[config.mk]
export PLATFORM = sky130hd
export DESIGN_NAME = serial_digit_loader
export DESIGN_NICKNAME = d
export VERILOG_FILES = /design/src/rtl/serial_digit_pkg.sv /design/src/rtl/strobe_conditioner.sv /design/src/rtl/serial_digit_loader.sv
export SDC_FILE = /design/constraint.sdc
export NUM_CORES = 1
export LEC_CHECK = 0
export CAP_MARGIN = 0
export CORE_MARGIN = 3
export CORE_UTILIZATION = 37
export CTS_CLUSTER_SIZE = 20
export DETAILED_ROUTE_END_ITERATION = 16
export GPL_TIMING_DRIVEN = 1
export PLACE_DENSITY = 0.57
export SYNTH_ARGS = -nofsm -noshare
export SYNTH_HDL_FRONTEND = slang
export SYNTH_SLANG_ARGS = --single-unit
[constraint.sdc]
create_clock -name i_clk -period 2 [get_ports i_clk]
set_input_delay 0.4 -clock i_clk [delete_from_list [all_inputs] [get_ports i_clk]]
set_output_delay 0.4 -clock i_clk [all_outputs]
set_load 0.05 [all_outputs]
[src/rtl/serial_digit_pkg.sv]
// Shared state type, widths and a counter-width helper for the serial digit loader.
package serial_digit_pkg;

  typedef enum logic [1:0] {
    IDLE,
    SHIFT,
    HOLD
  } loader_state_t;

  localparam int unsigned NIBBLE_W    = 4;
  localparam int unsigned BIT_COUNT_W = 3;

  // Width of a counter spanning 0..n-1, never narrower than one bit.
  function automatic int unsigned cnt_w(input int unsigned n);
    return (n > 1) ? $clog2(n) : 1;
  endfunction

endpackage

[src/rtl/strobe_conditioner.sv]
// Synchronises the serial strobe and data, optionally debounces the strobe, and emits a
// one-cycle capture pulse per rising edge. Debounce is built when SERIAL_LOADER_DEBOUNCE_EN is defined.
module strobe_conditioner
  import serial_digit_pkg::*;
#(
  parameter int unsigned DEBOUNCE_CYCLES = 16
) (
  input  logic i_clk,
  input  logic i_reset_n,
  input  logic i_bit_strobe,
  input  logic i_bit_in,
  output logic o_capture,
  output logic o_bit
);

  logic r_strb_meta;
  logic r_strb_sync;
  logic r_bit_meta;
  logic r_bit_sync;
  logic r_bit_q;
  logic r_level_prev;
  logic r_capture;
  logic w_level;

  // The data path carries one extra stage so the bit lines up with the registered pulse.
  always_ff @(posedge i_clk or negedge i_reset_n) begin
    if (!i_reset_n) begin
      r_strb_meta  <= 1'b0;
      r_strb_sync  <= 1'b0;
      r_bit_meta   <= 1'b0;
      r_bit_sync   <= 1'b0;
      r_bit_q      <= 1'b0;
      r_level_prev <= 1'b0;
      r_capture    <= 1'b0;
    end else begin
      r_strb_meta  <= i_bit_strobe;
      r_strb_sync  <= r_strb_meta;
      r_bit_meta   <= i_bit_in;
      r_bit_sync   <= r_bit_meta;
      r_bit_q      <= r_bit_sync;
      r_level_prev <= w_level;
      r_capture    <= w_level & ~r_level_prev;
    end
  end

`ifdef SERIAL_LOADER_DEBOUNCE_EN
  localparam int unsigned DbW = cnt_w(DEBOUNCE_CYCLES);
  localparam logic [DbW-1:0] DbLast = DbW'(DEBOUNCE_CYCLES - 1);

  logic [DbW-1:0] r_db_cnt;

  // Level rises once the synchronised strobe has been high DEBOUNCE_CYCLES samples in a row.
  always_ff @(posedge i_clk or negedge i_reset_n) begin
    if (!i_reset_n) begin
      r_db_cnt <= '0;
    end else if (!r_strb_sync) begin
      r_db_cnt <= '0;
    end else if (r_db_cnt != DbLast) begin
      r_db_cnt <= r_db_cnt + 1'b1;
    end
  end

  assign w_level = r_strb_sync && (r_db_cnt == DbLast);
`else
  logic w_unused_db;
  assign w_unused_db = ^DEBOUNCE_CYCLES;
  assign w_level     = r_strb_sync;
`endif

  assign o_capture = r_capture;
  assign o_bit     = r_bit_q;

endmodule

[src/rtl/serial_digit_loader.sv]
// Assembles a 4-bit digit MSB-first from a strobed serial input and holds it for the decoder.
// Strobe debounce is compiled in when SERIAL_LOADER_DEBOUNCE_EN is defined.
module serial_digit_loader
  import serial_digit_pkg::*;
#(
  parameter int unsigned HOLD_CYCLES     = 4,
  parameter int unsigned TIMEOUT_CYCLES  = 1000,
  parameter int unsigned DEBOUNCE_CYCLES = 16
) (
  input  logic                   i_clk,
  input  logic                   i_reset_n,
  input  logic                   i_bit_in,
  input  logic                   i_bit_strobe,
  input  logic                   i_clear,
  output logic                   o_a,
  output logic                   o_b,
  output logic                   o_c,
  output logic                   o_d,
  output logic                   o_ready,
  output logic                   o_busy,
  output logic [BIT_COUNT_W-1:0] o_bit_count,
  output logic                   o_aborted
);

  localparam int unsigned HoldW = cnt_w(HOLD_CYCLES);
  localparam int unsigned ToW   = cnt_w(TIMEOUT_CYCLES);
  localparam logic [HoldW-1:0] HoldLast = HoldW'(HOLD_CYCLES - 1);
  localparam logic [ToW-1:0]   ToLast   = ToW'(TIMEOUT_CYCLES - 1);
  localparam logic [BIT_COUNT_W-1:0] LastBit = BIT_COUNT_W'(NIBBLE_W - 1);
  localparam logic [BIT_COUNT_W-1:0] FullCnt = BIT_COUNT_W'(NIBBLE_W);

  logic w_capture;
  logic w_bit;

  strobe_conditioner #(
    .DEBOUNCE_CYCLES(DEBOUNCE_CYCLES)
  ) u_strobe_conditioner (
    .i_clk       (i_clk),
    .i_reset_n   (i_reset_n),
    .i_bit_strobe(i_bit_strobe),
    .i_bit_in    (i_bit_in),
    .o_capture   (w_capture),
    .o_bit       (w_bit)
  );

  loader_state_t           r_state, w_state_next;
  logic [NIBBLE_W-1:0]     r_shift, w_shift_next;
  logic [NIBBLE_W-1:0]     r_digit, w_digit_next;
  logic [BIT_COUNT_W-1:0]  r_bit_count, w_bit_count_next;
  logic [ToW-1:0]          r_to_cnt, w_to_cnt_next;
  logic [HoldW-1:0]        r_hold_cnt, w_hold_cnt_next;
  logic                    r_aborted, w_aborted_next;
  logic [NIBBLE_W-1:0]     w_shifted;

  assign w_shifted = {r_shift[NIBBLE_W-2:0], w_bit};

  always_ff @(posedge i_clk or negedge i_reset_n) begin
    if (!i_reset_n) begin
      r_state     <= IDLE;
      r_shift     <= '0;
      r_digit     <= '0;
      r_bit_count <= '0;
      r_to_cnt    <= '0;
      r_hold_cnt  <= '0;
      r_aborted   <= 1'b0;
    end else begin
      r_state     <= w_state_next;
      r_shift     <= w_shift_next;
      r_digit     <= w_digit_next;
      r_bit_count <= w_bit_count_next;
      r_to_cnt    <= w_to_cnt_next;
      r_hold_cnt  <= w_hold_cnt_next;
      r_aborted   <= w_aborted_next;
    end
  end

  always_comb begin
    w_state_next     = r_state;
    w_shift_next     = r_shift;
    w_digit_next     = r_digit;
    w_bit_count_next = r_bit_count;
    w_to_cnt_next    = r_to_cnt;
    w_hold_cnt_next  = r_hold_cnt;
    w_aborted_next   = 1'b0;

    if (i_clear) begin
      // Clear outranks a same-cycle capture and never reports an abort.
      w_state_next     = IDLE;
      w_shift_next     = '0;
      w_digit_next     = '0;
      w_bit_count_next = '0;
      w_to_cnt_next    = '0;
      w_hold_cnt_next  = '0;
    end else begin
      case (r_state)
        IDLE: begin
          if (w_capture) begin
            w_shift_next     = {{(NIBBLE_W-1){1'b0}}, w_bit};
            w_bit_count_next = BIT_COUNT_W'(1);
            w_to_cnt_next    = '0;
            w_state_next     = SHIFT;
          end
        end
        SHIFT: begin
          if (w_capture) begin
            w_shift_next  = w_shifted;
            w_to_cnt_next = '0;
            if (r_bit_count == LastBit) begin
              w_digit_next     = w_shifted;
              w_bit_count_next = FullCnt;
              w_hold_cnt_next  = '0;
              w_state_next     = HOLD;
            end else begin
              w_bit_count_next = r_bit_count + 1'b1;
            end
          end else if (r_to_cnt == ToLast) begin
            w_aborted_next   = 1'b1;
            w_bit_count_next = '0;
            w_state_next     = IDLE;
          end else begin
            w_to_cnt_next = r_to_cnt + 1'b1;
          end
        end
        HOLD: begin
          if (r_hold_cnt == HoldLast) begin
            w_bit_count_next = '0;
            w_state_next     = IDLE;
          end else begin
            w_hold_cnt_next = r_hold_cnt + 1'b1;
          end
        end
        default: begin
          w_bit_count_next = '0;
          w_state_next     = IDLE;
        end
      endcase
    end
  end

  assign {o_a, o_b, o_c, o_d} = r_digit;
  assign o_ready              = (r_state == HOLD);
  assign o_busy               = (r_state == SHIFT);
  assign o_bit_count          = r_bit_count;
  assign o_aborted            = r_aborted;

endmodule

# Yosys cells after proc, flatten, opt, wreduce, memory -nomap -nowiden
# Cells that the tools add are included.
# totals
ff_bits	32
in_bits	5
out_inout_bits	10
# classes
n_addsub	3
n_eq_ne	13
muxes	36
bitwise	2
reduce_logical	12
# op_table
cell	n
$mux W10	4
$mux W3	9
$mux W2	10
$pmux W10 S2	1
$mux W4	4
$ne A3 B2 Y1 const B	4
$reduce_and A3 Y1	4
$add A10 B1 Y10 const B	1
$eq A10 B10 Y1 const B	1
$pmux W3 S3	1
$reduce_and A4 Y1	2
$pmux W2 S3	1
$pmux W3 S2	1
$reduce_bool A2 Y1	3
$reduce_bool A3 Y1	2
$eq A2 B2 Y1 const B	2
$mux W1	4
$ne A4 B2 Y1 const B	1
$ne A4 B3 Y1 const B	1
$ne A4 B4 Y1 const B	1
$pmux W2 S2	1
$add A3 B1 Y3 const B	1
$eq A3 B2 Y1 const B	1
$ne A3 B3 Y1 const B	1
other kinds (5)	5

# Longest topological paths before layout
# logic_depth
word_depth	5
mapped_depth	6
depth_no_buf	6

# Modules after synthesis
# From an unflattened synthesis, not the netlist that was laid out.
# unflattened
hier_cells	128
area_unflattened_um2	1483.9
# by_module_without_submodules
mod	n_inst	cells_per_inst	area_per_inst_um2
serial_digit_loader	1	120	1295.0
strobe_conditioner	1	8	188.9

# Least setup slack after synthesis
# No wires, ideal clock.
# synth_path
path_kind	reg2reg
from	reg r_state[1]
to	reg r_hold_cnt[0]
arrival_ns	1.894
required_ns	1.928
setup_slack_ns	0.033
path_stages_with_launch	6
n_path_buf	1
path_cell_list	dfrtp_1 -> buf_4 -> nor2b_1 -> nor2b_1 -> mux2_2 -> nor2_1
# synth_via
elab_chain_len	3
elab_cells_between_ends	9
# synth_lines
element	line_no	text
from (decl)	serial_digit_loader.sv:46	loader_state_t r_state, w_state_next;
from (signal assigned)	serial_digit_loader.sv:67	r_state <= w_state_next;
$eq A2 B2 Y1 (*)	n/a	
named net o_ready	serial_digit_loader.sv:19	output logic o_ready,
$ne A3 B3 Y1 (no source line) (tied with other cells)	n/a	
$reduce_and A4 Y1 (no source line) / $mux W2 (equally long branches)	n/a	
to (signal assigned)	serial_digit_loader.sv:72	r_hold_cnt <= w_hold_cnt_next;
to (decl)	serial_digit_loader.sv:51	logic [HoldW-1:0] r_hold_cnt, w_hold_cnt_next;
# The timed path passes the listed nets; every way through them passes the cells marked *.
# A chain may end at the register's enable or synchronous reset.

# Worst setup path in the final report
# layout_path
from	reg r_bit_count[0], in the netlist o_bit_count[0]
to	out o_bit_count[0]
# layout_lines
element	line_no	text
from (decl)	serial_digit_loader.sv:49	logic [BIT_COUNT_W-1:0] r_bit_count, w_bit_count_next;
from (signal assigned)	serial_digit_loader.sv:70	r_bit_count <= w_bit_count_next;
to (decl)	serial_digit_loader.sv:21	output logic [BIT_COUNT_W-1:0] o_bit_count,
# No word-level cell between the ends.

==> flow_metrics.tcl <==
set metrics [dict create \
    status "complete, no violations" \
    place_area_sq_um 1790 \
    cts_buffer_depth 2 \
    post-route-drc-count 0 \
    min_period_ps 1920 \
    synth_top_area_share_pct 52.7 \
    track_usage_pct 13.1 \
    drt_iter0_drc 53 \
    dr.pass1.iters 4 \
    slew_violations 0 \
    num_rows 22 \
    grt_pass1_vias 1121 \
    diodes 0 \
    core_sq_um 3800 \
    portBuffers 14 \
    synthArstFlopShare_pct 100 \
    drive_above_1_share_pct 19.4 \
    synth_fp_nets 140 \
    yosys-top-cells-count "32 x dfrtp_1, 13 x nand2_1, 10 x nor2_1, 7 x a21oi_1" \
    finalSetupViolCount 0 \
    drt_wl_total_um 2770 \
    io_pins 15 \
    synth_top_family_by_area "simple AND/OR/NAND/NOR gates" \
    cp_cell_sequence "clkdlybuf4s50_1" \
    max_freq_ghz 0.521 \
    worst_path_max_delay_cell "clkdlybuf4s50_1" \
    rsz0062_at_grt "no" \
    synthAdderAreaFrac_pct 3.29 \
    place_congestion 0.779 \
    insertion_delay_ps 270 \
    ys_seq_elements 32 \
    ctsHoldBuffers 0 \
    min_from "u_strobe_conditioner.r_bit_sync" \
    antenna_left 0 \
    synth.distinct_cells 40 \
    place_hpwl_um 2040 \
    route.met2.wl_um 1240 \
    top_layer "met4" \
    r2r-end "o_bit_count[2]" \
    tightest_slew_ps 503 \
    clock-sinks 32 \
    cts_tree "built" \
    avgSynthCellArea_sq_um 11.6 \
    fin_nets 168 \
    overflow 0 \
    critPathBufInv 1 \
    num_vias 1097 \
    regToRegSetupSlack_ps 180 \
    synth_xor_area_share_pct 1.73 \
    post-route-cell-area_sq_um 1900 \
    relSlewSlack_pct 66.4 \
    wl_per_cell_um 13.3 \
    dp_slack_ps -85.3 \
    crit_type "reg2out" \
    required_ps 1600 \
    crit_family "buffers and inverters" \
    cellPowerDensity_nw_per_um2 732 \
    start_kind "register" \
    synth_simple_gate_area_share_pct 18.5 \
    cts_resized 0 \
    synth_ff_type "dfrtp_1" \
    yosys.cell_count.top_type "dfrtp_1" \
    hp-class "reg2reg" \
    r2r_start "r_to_cnt[0]" \
    grt_max_degree 33 \
    skew_ps 4.79 \
    die_area_sq_um 4910 \
    fin_ws_ps 81.2 \
    power_mw 1.39 \
    grt_pass1_wl_um 5110 \
    cp.arrival_ps 1520 \
    ys_warn_count 0 \
    cts_max_level 2 \
    m1WireLength_um 1320 \
    met3_length_um 162 \
    dieHeight_um 70.1 \
    whs_endpoint "u_strobe_conditioner.o_bit" \
    clk_pin_slew_worst_paths_ps 60 \
    drv_cap 0 \
    seq_area_frac_synth_pct 52.7 \
    synth-edff-count 0 \
    netlist_top_cells_area "dfrtp_1 53%, ha_1 3.3%, mux2i_1 3.3%" \
    synthMuxAreaShare_pct 5.76 \
    seqCellArea_sq_um 801 \
    hold_viol 0 \
    holdWs_ps 349 \
    hold_path_depth 0 \
    die_w_um 70.1 \
    rr_worst_depth 6 \
    n_fill_cell 339 \
    max_stage_delay_ps 830 \
    ir_drop_mv 0.451 \
    crit_path_end_kind "output port" \
    syn_to_final_growth_pct 25.0 \
    initial_utilization_pct 40.0 \
    viasPerCell 5.27 \
    syn-cell-area_sq_um 1520 \
    synth_top_cell_by_area "dfrtp_1" \
    antenna_found_initial 0 \
    cts_buffers 5 \
    leakagePower_nw 0.857 \
    period_share_pct 95.9 \
    syn_inst 131 \
    clockRootBuffer "clkbuf_8" \
    synth_compound_area_share_pct 15.1 \
    worstPathMaxFanout 4 \
    cts_setup_buffers 0 \
    final_core_util_pct 50.0 \
    multiInputGateArea_sq_um 674 \
]
-- power by group --
| group | total, mW | internal [mW] | switching, mW |
|---|---|---|---|
| clock network | 0.587 | 0.369 | 0.218 |
| logic | 0.129 | 0.0567 | 0.0726 |
| registers | 0.675 | 0.662 | 0.0131 |
| total | 1.39 | 1.09 | 0.304 |
-- final cells by class --
class	count	share of cell area, %
flip-flops and latches	32	42.1
multi-input cells	90	35.5
repair buffers	24	12.4
clock buffers	6	3.82
well taps	48	3.16
clock inverters	2	1.84
inverters	6	1.18
-- kinds of logic after synthesis --
group,count (synthesis)
mux,8
fa+ha+maj,4
buf+inv,9
flops,32
xor+xnor,3
simple gates,49
compound gates,26
-- metrics by stage --
step	std cells	setup TNS [ps]
2_1_floorplan	131	0
3_3_place_gp	200	-64.2
3_5_place_dp	200	-85.3
4_1_cts	208	0
5_1_grt	208	0
6_report	208	0
-- worst max path at each step --
stage | cells after the start | to | startpoint | slack [ps]
after detailed placement | 5 | o_bit_count[0] | i_clear | -90
after global routing | 1 | o_bit_count[0] | o_bit_count[0] | 50
final | 1 | o_bit_count[0] | o_bit_count[0] | 80
after floorplan | 5 | r_hold_cnt[0] | r_state[1] | 30
after global placement | 5 | o_bit_count[0] | i_clear | -60
after CTS | 1 | o_bit_count[0] | o_bit_count[0] | 70
-- cell usage in the layout, fill, tap and decap left out, types with 2 or more instances in the layout --
master / netlist / final
a2111oi_2: 2 / 2
a211oi_1: 3 / 3
a21oi_1: 7 / 7
a22o_1: 3 / 3
buf_12: 0 / 2
buf_4: 1 / 10
clkbuf_8: 0 / 5
clkdlybuf4s50_1: 0 / 12
dfrtp_1: 32 / 32
ha_1: 4 / 4
inv_1: 6 / 6
mux2_2: 2 / 2
mux2i_1: 5 / 5
nand2_1: 13 / 13
nand3_1: 6 / 6
nor2_1: 10 / 10
nor2b_1: 5 / 5
o21ai_0: 2 / 2
or3_1: 4 / 4
xnor2_1: 3 / 3
-- per-layer routing --
layer / track usage [%] / vias to the layer above
li1: - / 526
met1: 16.3 / 533
met2: 20.6 / 33
met3: 4.60 / 5
met4: 5.74 / 0
met5: 0 / -
-- flip-flops by register name (all words and copies together), names as in the netlist --
name,flops
r_to_cnt,10
r_digit,4
o_bit_count,3
r_shift,3
r_hold_cnt,2
r_state,2
o_aborted,1
u_strobe_conditioner.o_bit,1
u_strobe_conditioner.o_capture,1
u_strobe_conditioner.r_bit_meta,1
u_strobe_conditioner.r_bit_sync,1
u_strobe_conditioner.r_level_prev,1
u_strobe_conditioner.r_strb_meta,1
u_strobe_conditioner.r_strb_sync,1
Note: power is estimated with default switching activity, not from simulation.
